**src/rtl/spi_frame_rx.sv**
```systemverilog
// spi_frame_rx
//   SPI slave frame receiver. Oversamples sck/sdi/load in the i_clk domain and
//   assembles one FRAME_BITS-wide frame per load window, MSB first, in any SPI
//   mode. A frame is handed downstream over a valid/ready handshake. Dropped
//   frames raise o_overrun, and frames cut short by load raise o_abort_err.
//
//   Optional feature macro: SPI_RX_ECHO_EN
//     When defined, the previously delivered frame is echoed on o_sdo, MSB
//     first. When undefined, o_sdo is tied low and no tx register is built.
//
// Parameters
//   FRAME_BITS     bits per frame (8..1024)
//   MODE           SPI mode 0..3 (CPOL = MODE[1], CPHA = MODE[0])
// Ports
//   i_clk          system clock, at least 8x the sck frequency
//   i_reset_n      asynchronous active-low reset
//   i_sck          SPI clock from the master (asynchronous)
//   i_sdi          MOSI (asynchronous)
//   i_load         active-high chip select, one frame per high window
//   o_sdo          MISO
//   o_frame_data   last delivered frame, first received bit at MSB
//   o_frame_valid  o_frame_data holds an unconsumed frame
//   i_frame_ready  consumer accepts when valid and ready are both high
//   o_overrun      one-cycle pulse: a completed frame was dropped
//   o_abort_err    one-cycle pulse: load fell mid-frame
//
// state  | meaning
// -------+--------------------------------------------------------------
// IDLE   | load low, bit counter held at 0
// ACTIVE | receiving; each sample edge shifts sdi in and bumps the counter
// DONE   | FRAME_BITS received; sck ignored until load falls

module spi_frame_rx #(
  parameter int FRAME_BITS = 128,
  parameter int MODE       = 0
) (
  input  logic                  i_clk,
  input  logic                  i_reset_n,
  input  logic                  i_sck,
  input  logic                  i_sdi,
  input  logic                  i_load,
  output logic                  o_sdo,
  output logic [FRAME_BITS-1:0] o_frame_data,
  output logic                  o_frame_valid,
  input  logic                  i_frame_ready,
  output logic                  o_overrun,
  output logic                  o_abort_err
);

  localparam int CNT_W = $clog2(FRAME_BITS + 1);
  localparam logic [CNT_W-1:0] LAST_BIT = CNT_W'(FRAME_BITS - 1);
  localparam bit CPOL = ((MODE / 2) % 2) == 1;
  localparam bit CPHA = (MODE % 2) == 1;
  // Modes 0 and 3 sample on the rising sck edge, modes 1 and 2 on the falling.
  localparam bit SAMPLE_ON_RISE = (CPOL == CPHA);

  localparam logic [1:0] IDLE   = 2'd0;
  localparam logic [1:0] ACTIVE = 2'd1;
  localparam logic [1:0] DONE   = 2'd2;

  logic [2:0]            r_sck_s;
  logic [2:0]            r_load_s;
  logic [1:0]            r_sdi_s;
  logic [1:0]            r_state;
  logic [CNT_W-1:0]      r_cnt;
  logic [FRAME_BITS-1:0] r_rx;
  logic [FRAME_BITS-1:0] r_frame_data;
  logic                  r_frame_valid;
  logic                  r_overrun;
  logic                  r_abort_err;

  logic                  w_sck_rise;
  logic                  w_sck_fall;
  logic                  w_sample;
  logic                  w_shift;
  logic                  w_load_rise;
  logic                  w_load_fall;
  logic                  w_complete;
  logic                  w_accept;
  logic [FRAME_BITS-1:0] w_rx_next;

  // Bits [1] are the synchronised values; bit [2] of sck/load is the
  // previous synchronised value used for edge detection.
  always_ff @(posedge i_clk or negedge i_reset_n) begin
    if (!i_reset_n) begin
      r_sck_s  <= '0;
      r_load_s <= '0;
      r_sdi_s  <= '0;
    end else begin
      r_sck_s  <= {r_sck_s[1:0], i_sck};
      r_load_s <= {r_load_s[1:0], i_load};
      r_sdi_s  <= {r_sdi_s[0], i_sdi};
    end
  end

  assign w_sck_rise  =  r_sck_s[1] & ~r_sck_s[2];
  assign w_sck_fall  = ~r_sck_s[1] &  r_sck_s[2];
  assign w_load_rise =  r_load_s[1] & ~r_load_s[2];
  assign w_load_fall = ~r_load_s[1] &  r_load_s[2];
  assign w_sample    = SAMPLE_ON_RISE ? w_sck_rise : w_sck_fall;
  assign w_shift     = SAMPLE_ON_RISE ? w_sck_fall : w_sck_rise;

  assign w_rx_next  = {r_rx[FRAME_BITS-2:0], r_sdi_s[1]};
  // load falling wins over a coincident sample edge: the frame is abandoned.
  assign w_complete = (r_state == ACTIVE) && !w_load_fall && w_sample &&
                      (r_cnt == LAST_BIT);
  assign w_accept   = r_frame_valid & i_frame_ready;

  always_ff @(posedge i_clk or negedge i_reset_n) begin
    if (!i_reset_n) begin
      r_state <= IDLE;
      r_cnt   <= '0;
      r_rx    <= '0;
    end else begin
      case (r_state)
        IDLE: begin
          r_cnt <= '0;
          if (w_load_rise) begin
            r_state <= ACTIVE;
            r_rx    <= '0;
          end
        end
        ACTIVE: begin
          if (w_load_fall) begin
            r_state <= IDLE;
            r_cnt   <= '0;
            r_rx    <= '0;
          end else if (w_sample) begin
            r_rx  <= w_rx_next;
            r_cnt <= r_cnt + 1'b1;
            if (r_cnt == LAST_BIT) begin
              r_state <= DONE;
            end
          end
        end
        DONE: begin
          if (w_load_fall) begin
            r_state <= IDLE;
            r_cnt   <= '0;
          end
        end
        default: begin
          r_state <= IDLE;
          r_cnt   <= '0;
        end
      endcase
    end
  end

  // A completing frame may replace a pending one only if the consumer takes
  // the pending one in the same cycle; otherwise the new frame is dropped.
  always_ff @(posedge i_clk or negedge i_reset_n) begin
    if (!i_reset_n) begin
      r_frame_data  <= '0;
      r_frame_valid <= 1'b0;
      r_overrun     <= 1'b0;
      r_abort_err   <= 1'b0;
    end else begin
      r_overrun   <= 1'b0;
      r_abort_err <= (r_state == ACTIVE) && w_load_fall && (r_cnt != '0);
      if (w_complete && (!r_frame_valid || i_frame_ready)) begin
        r_frame_data  <= w_rx_next;
        r_frame_valid <= 1'b1;
      end else begin
        if (w_complete) begin
          r_overrun <= 1'b1;
        end
        if (w_accept) begin
          r_frame_valid <= 1'b0;
        end
      end
    end
  end

  assign o_frame_data  = r_frame_data;
  assign o_frame_valid = r_frame_valid;
  assign o_overrun     = r_overrun;
  assign o_abort_err   = r_abort_err;

`ifdef SPI_RX_ECHO_EN
  logic [FRAME_BITS-1:0] r_tx;

  // Shifts only while ACTIVE and after the first sample. This skips the
  // leading shift edge in CPHA=1 modes and the trailing one in CPHA=0 modes,
  // giving at most FRAME_BITS-1 shifts per frame.
  always_ff @(posedge i_clk or negedge i_reset_n) begin
    if (!i_reset_n) begin
      r_tx <= '0;
    end else if ((r_state == IDLE) && w_load_rise) begin
      r_tx <= r_frame_data;
    end else if ((r_state == ACTIVE) && w_shift && (r_cnt != '0)) begin
      r_tx <= {r_tx[FRAME_BITS-2:0], 1'b0};
    end
  end

  assign o_sdo = r_tx[FRAME_BITS-1] & (r_state != IDLE);
`else
  assign o_sdo = 1'b0;
`endif

endmodule
```
**config.mk**
```make
export PLATFORM = sky130hd
export DESIGN_NAME = spi_frame_rx
export DESIGN_NICKNAME = d
export VERILOG_FILES = /design/src/rtl/spi_frame_rx.sv
export SDC_FILE = /design/constraint.sdc
export NUM_CORES = 1
export LEC_CHECK = 0
export BUFFER_PORTS_ARGS = -buffer_cell sky130_fd_sc_hd__buf_2
export CAP_MARGIN = 30
export CELL_PAD_IN_SITES_DETAIL_PLACEMENT = 0
export CELL_PAD_IN_SITES_GLOBAL_PLACEMENT = 1
export CORE_ASPECT_RATIO = 0.7
export CORE_MARGIN = 8
export CORE_UTILIZATION = 50
export DETAILED_ROUTE_END_ITERATION = 6
export GPL_TIMING_DRIVEN = 0
export PLACE_DENSITY_LB_ADDON = 0.1
export SLEW_MARGIN = 10
export SYNTH_ARGS = -nofsm -noshare
export SYNTH_HDL_FRONTEND = slang
export SYNTH_SLANG_ARGS = --single-unit
```
**constraint.sdc**
```tcl
create_clock -name i_clk -period 5.2 [get_ports i_clk]
set_input_delay 0 -clock i_clk [delete_from_list [all_inputs] [get_ports i_clk]]
set_output_delay 0 -clock i_clk [all_outputs]
set_load 0.01 [all_outputs]
```
Yosys cells after proc, flatten, opt, wreduce, memory -nomap -nowiden
Index checks and enable logic that the tools add are counted.
Word-level totals
  output and inout bits: 132
  logic and storage cells: 59
  register bits after elaboration: 276
  input bits: 6
Cells by class
  reductions and logical operators: 16
  muxes and demuxes: 18
  add/subtract/negate cells: 1
  equality and inequality tests: 7
  bitwise gates (word level): 7
Operator list (number)
  127-bit two-way mux: 3
  127-bit one-hot mux with 2 select lines: 1
  8-bit two-way mux: 3
  8-bit one-hot mux with 2 select lines: 1
  2-bit two-way mux: 5
  8-bit by 1-bit adder with 8-bit output, second input constant: 1
  8-bit by 7-bit == test with 1-bit output, second input constant: 1
  8-bit nonzero test: 1
  1-bit logical AND: 6
  2-bit one-hot mux with 3 select lines: 1
  1-bit AND: 4
  1-bit two-way mux: 4
  2-bit != test, second input constant: 2
  4-bit AND reduction: 1
  2-bit nonzero test: 2
  3-bit by 2-bit != test with 1-bit output, second input constant: 1
  3-bit != test, second input constant: 1
  1-bit inverter: 3
  3-bit AND reduction: 1
  2-bit by 1-bit == test with 1-bit output, second input constant: 1
  2-bit == test, second input constant: 1
  1-bit zero test: 2
  2-bit zero test: 1
  2-bit AND reduction: 1
  1-bit logical OR: 1

Logic depth before layout (Yosys ltp)
  word-level depth: 8
  mapped depth: 7
  gate-level depth less buffers: 5

Worst setup path before layout
Ideal clock, no wire load.
  path kind: reg2reg
  from: register r_state[1]
  to: register r_frame_data[100] (netlist: o_frame_data[100])
  stages on the path, launching flop included: 8
  required time: 5.075 ns
  period minus slack after synthesis: 1.738 ns
  setup slack: 3.462 ns
  path buffers: 3
  setup time: 0.125 ns
  arrival time: 1.613 ns
  path through: dfrtp_1 nand2b_1 buf_6 nor3_4 nand3_4 buf_12 buf_12 mux2_4
On the way
  word-level cells in the longest chain between the ends: 5
Ends and longest elaborated chain
  start: declaration: RTL line 64  | logic [1:0] r_state;
  start signal: assignment: RTL line 111  | r_state <= IDLE;
  start signal: assignment: RTL line 119  | r_state <= ACTIVE;
  start signal: assignment: RTL line 125  | r_state <= IDLE;
  2-bit by 1-bit == test with 1-bit output: RTL line 105  | assign w_complete = (r_state == ACTIVE) && !w_load_fall && w_sample &&
  1-bit logical AND (3 in a row): RTL line 105
  1-bit logical AND: RTL line 161  | if (w_complete && (!r_frame_valid || i_frame_ready)) begin
  end signal: assignment: RTL line 162  | r_frame_data <= w_rx_next;
  end: declaration: RTL line 67  | logic [FRAME_BITS-1:0] r_frame_data;
Every way passes these cells.
A chain may end at the register's enable or synchronous reset.

Worst setup path in the final report
  from: register r_state[1]
  to: register r_rx[80]
On the way
  word-level cells in the longest chain between the ends: 3
  elaborated cells between the ends (all ways): 7
  those cells by class: 3 x eq/ne; 1 x mux; 3 x reduce/logical
Ends and longest elaborated chain
  2-bit by 1-bit == test with 1-bit output or 2-bit zero test (tied branches): RTL line 115  | case (r_state)
  3-bit != test (no line) (tied with other cells)
  3-bit AND reduction (no line)
  end signal: assignment: RTL line 129  | r_rx <= w_rx_next;
  end: declaration: RTL line 66  | logic [FRAME_BITS-1:0] r_rx;
Several ways; a longest one is shown, not always the timed one.

==> run metrics <==
CP required 5650 ps; fin. max-slew vios 0; cell type with the highest aggregate area in the netlist dfrtp_1; Slowest Stage Delay on Critical Path 670 ps; synthesized area 11710 sq um; sequential element share of the synthesized area 59.00%; worst setup path class register to register; slack of the worst reg-to-reg path 2930 ps; area overhead of the layout relative to synthesis 18.50%; drt pass-1 iters 4; number of enable flip-flop cells after synthesis 0; cell count of the worst reg-to-reg path 6; Maximum Capacitance Violations 0; Worst Skew 11.78 ps; number of global-route vias before repair 6835; count of buffers inserted at the top-level ports 136; critical path arrival 2720 ps; final critical delay including setup and external delays 2270 ps; most used standard cells in the synthesized netlist dfrtp_1, mux2_4, nand2_1, inv_1; portion of the clock cycle consumed by the worst path in the final layout 43.66%; result of the run completed; Met1 Routed Length 11700 microns; most frequently used flop master after synthesis dfrtp_1; clock transition at the registers of the reported paths 60 ps; share of the synthesized area in the top cell type 59.00%; share of final-layout standard cells stronger than drive strength 1 35.06%; most frequent cell after synthesis dfrtp_1; Initial Utilization 50.27%; post-synth net total 837; Antenna Nets Post-Route 0; hold crit path type primary input to async pin; Antenna Diode Count 0; post-placement cell count 1286; wire per inst 17.32 microns; highest routed metal layer met4; crit path capture type register; CP startpoint kind register; Mapped Avg Cell Area 14.12 sq um; Die Span X 198.9 microns; setup repair after global routing missed its margin false; net count of the finished layout 1012; Layout fillers 1943; end of the worst register-to-register path r_rx[80]$_DFFE_PN0P_; Final Non-Filler Cells 1342; I/O pins 138; floorplan die height 144.0 microns; setup violation total in the final timing report 0; post-detailed-routing wire length 23240 microns; Sinks on Clock Net 276; Core Area 23290 sq um; CTS tree yes; insertion delay of the later-clocked pin in the worst-skew pair 540 ps; largest driver fanout on the critical path 10; number of buffers inserted during clock tree synthesis 28; number of levels in the clock H-tree 1; placer's final routability congestion estimate 0.7460; area occupied by multi-input gates 4140 sq um; Die Outline Area 28640 sq um; leakage power 7.616 nW; DRC errors left 0; drt via density 4.876; root cell of the clock tree clkbuf_16; f_max 0.4405 GHz; Layout Utilization 59.57%; number of warning messages in the yosys log 0; total congestion overflow 0; Post-Syn Instances 829; max_slew headroom 42.47%; overall via count from detail_route 6543; total met2 wirelength after detailed routing 10120 microns; post-synth cell types 39; library cell contributing the largest single delay on the critical path nor2_1; met3 layer wire length in the routed design 1030 microns; worst-case vdd ir drop 0.2412 mV; power density over the cells 356.1 nW/um^2; wire length of the first global-routing pass 38390 microns; placed wire-length estimate 15650 microns; Detailed Route Iter0 Violations 337; total track usage 16.63%; number of buffers on the longest clock path 3; proportion of synthesized flip-flops having asynchronous set or reset 100.0%; storage element area 6907 sq um; worst slew pin tran 859.8 ps; Final Hold Viols 0; FF+latch count, synth 276; number of antenna violations at the first check in global routing 0; Row Count 47; largest net degree at the start of global routing 91; reg2reg start r_state[1]$_DFFE_PN0P_; cell chain of the critical path nand2b_1 > buf_6 > nor2_1 > clkbuf_1 > nand2_1 > mux2i_1; cell types occupying the most area after synthesis dfrtp_1, mux2_4, mux2i_1
## placed cells by master (no fill, tap or decap), types with 16 or more instances in the layout
cell type  instances
dfrtp_1          276
buf_2            156
mux2_4           120
nand2_1           71
inv_1             68
nor2_1            65
mux2i_1           65
mux2_1            55
clkbuf_16         29
mux2_2            16
## report_power, final
part / internal [mW] / switching [mW]
clock: 1.17 / 0.807
sequential: 2.17 / 0.0174
combinational: 0.256 / 0.518
total: 3.60 / 1.34
## worst max-delay path: cells and delay by family, from the launching register on
kind	cells	cell delay [ps]
and+or+nand+nor	3	970
buffers and inverters	2	630
muxes	1	170
DFF	1	420
## per-layer routing
metal  GRT usage (%)  vias up
li1                -     3115
met2           24.99      101
met1           24.89     3293
met3           3.023       34
met4           3.501        0
met5               0        -
## kinds of logic (layout without fill, tap and decap cells)
logic type | Yosys count | after routing | synth area share [%]
and+or+nand+nor | 160 | 160 | 5.953
DFF | 276 | 276 | 59.00
buffers and inverters | 112 | 307 | 5.633
xor gates and xnor gates | 1 | 1 | 0.07483
other | 1 | 1 | 0.03203
muxes | 256 | 256 | 27.78
AOI/OAI and AO/OA | 21 | 21 | 1.315
adders and majority gates | 2 | 2 | 0.2137
## sequential cells by signal, summed over array words and instances (netlist names), 2 cells and up
| name | cells |
|---|---|
| r_sck_s | 3 |
| r_load_s | 3 |
| r_sdi_s | 2 |
| o_frame_data | 128 |
| r_rx | 127 |
| r_state | 2 |
| r_cnt | 8 |
## stage by stage
stage	hold slack, ps	power, mW	setup TNS, ps	setup WS, ps	instance area [sq um]
2_1_floorplan	-295.6	2.751	0	3462	11710
3_3_place_gp	108.2	3.007	-281990	-1050	12780
3_5_place_dp	-59.41	3.017	0	2864	12880
4_1_cts	23.96	5.023	0	2837	13870
5_1_grt	58.46	5.156	0	2729	13870
6_report	27.39	4.940	0	2930	13870
## how the worst max path moves through the flow
stage	from	end	slack, ps	cells past startpoint
2_1_floorplan	r_state[1]$_DFFE_PN0P_	o_frame_data[100]$_DFFE_PN0P_	3460	7
3_3_place_gp	i_reset_n	o_frame_data[22]$_DFFE_PN0P_	-1050	1
3_5_place_dp	r_state[1]$_DFFE_PN0P_	r_rx[80]$_DFFE_PN0P_	2860	6
4_1_cts	r_state[1]$_DFFE_PN0P_	r_rx[80]$_DFFE_PN0P_	2840	6
5_1_grt	r_state[1]$_DFFE_PN0P_	r_rx[80]$_DFFE_PN0P_	2730	6
6_report	r_state[1]$_DFFE_PN0P_	r_rx[80]$_DFFE_PN0P_	2930	6
## cell type report
type                            count  area share [%]
Clock inverter                      2         0.07216
Clock buffer                       48           6.539
Tap cell                          318           2.868
Timing Repair Buffer              145           6.133
Multi-Input combinational cell    441           29.85
Sequential cell                   276           49.79
Buffer                             44           2.913
Inverter                           68           1.840
## timing repair
action,4_1_cts,5_1_grt
buffers inserted,0,0
hold buffers,6,0
resized for setup,0,0
endpoints found under the hold margin,125,0
Note: power is estimated with default switching activity, not from simulation.
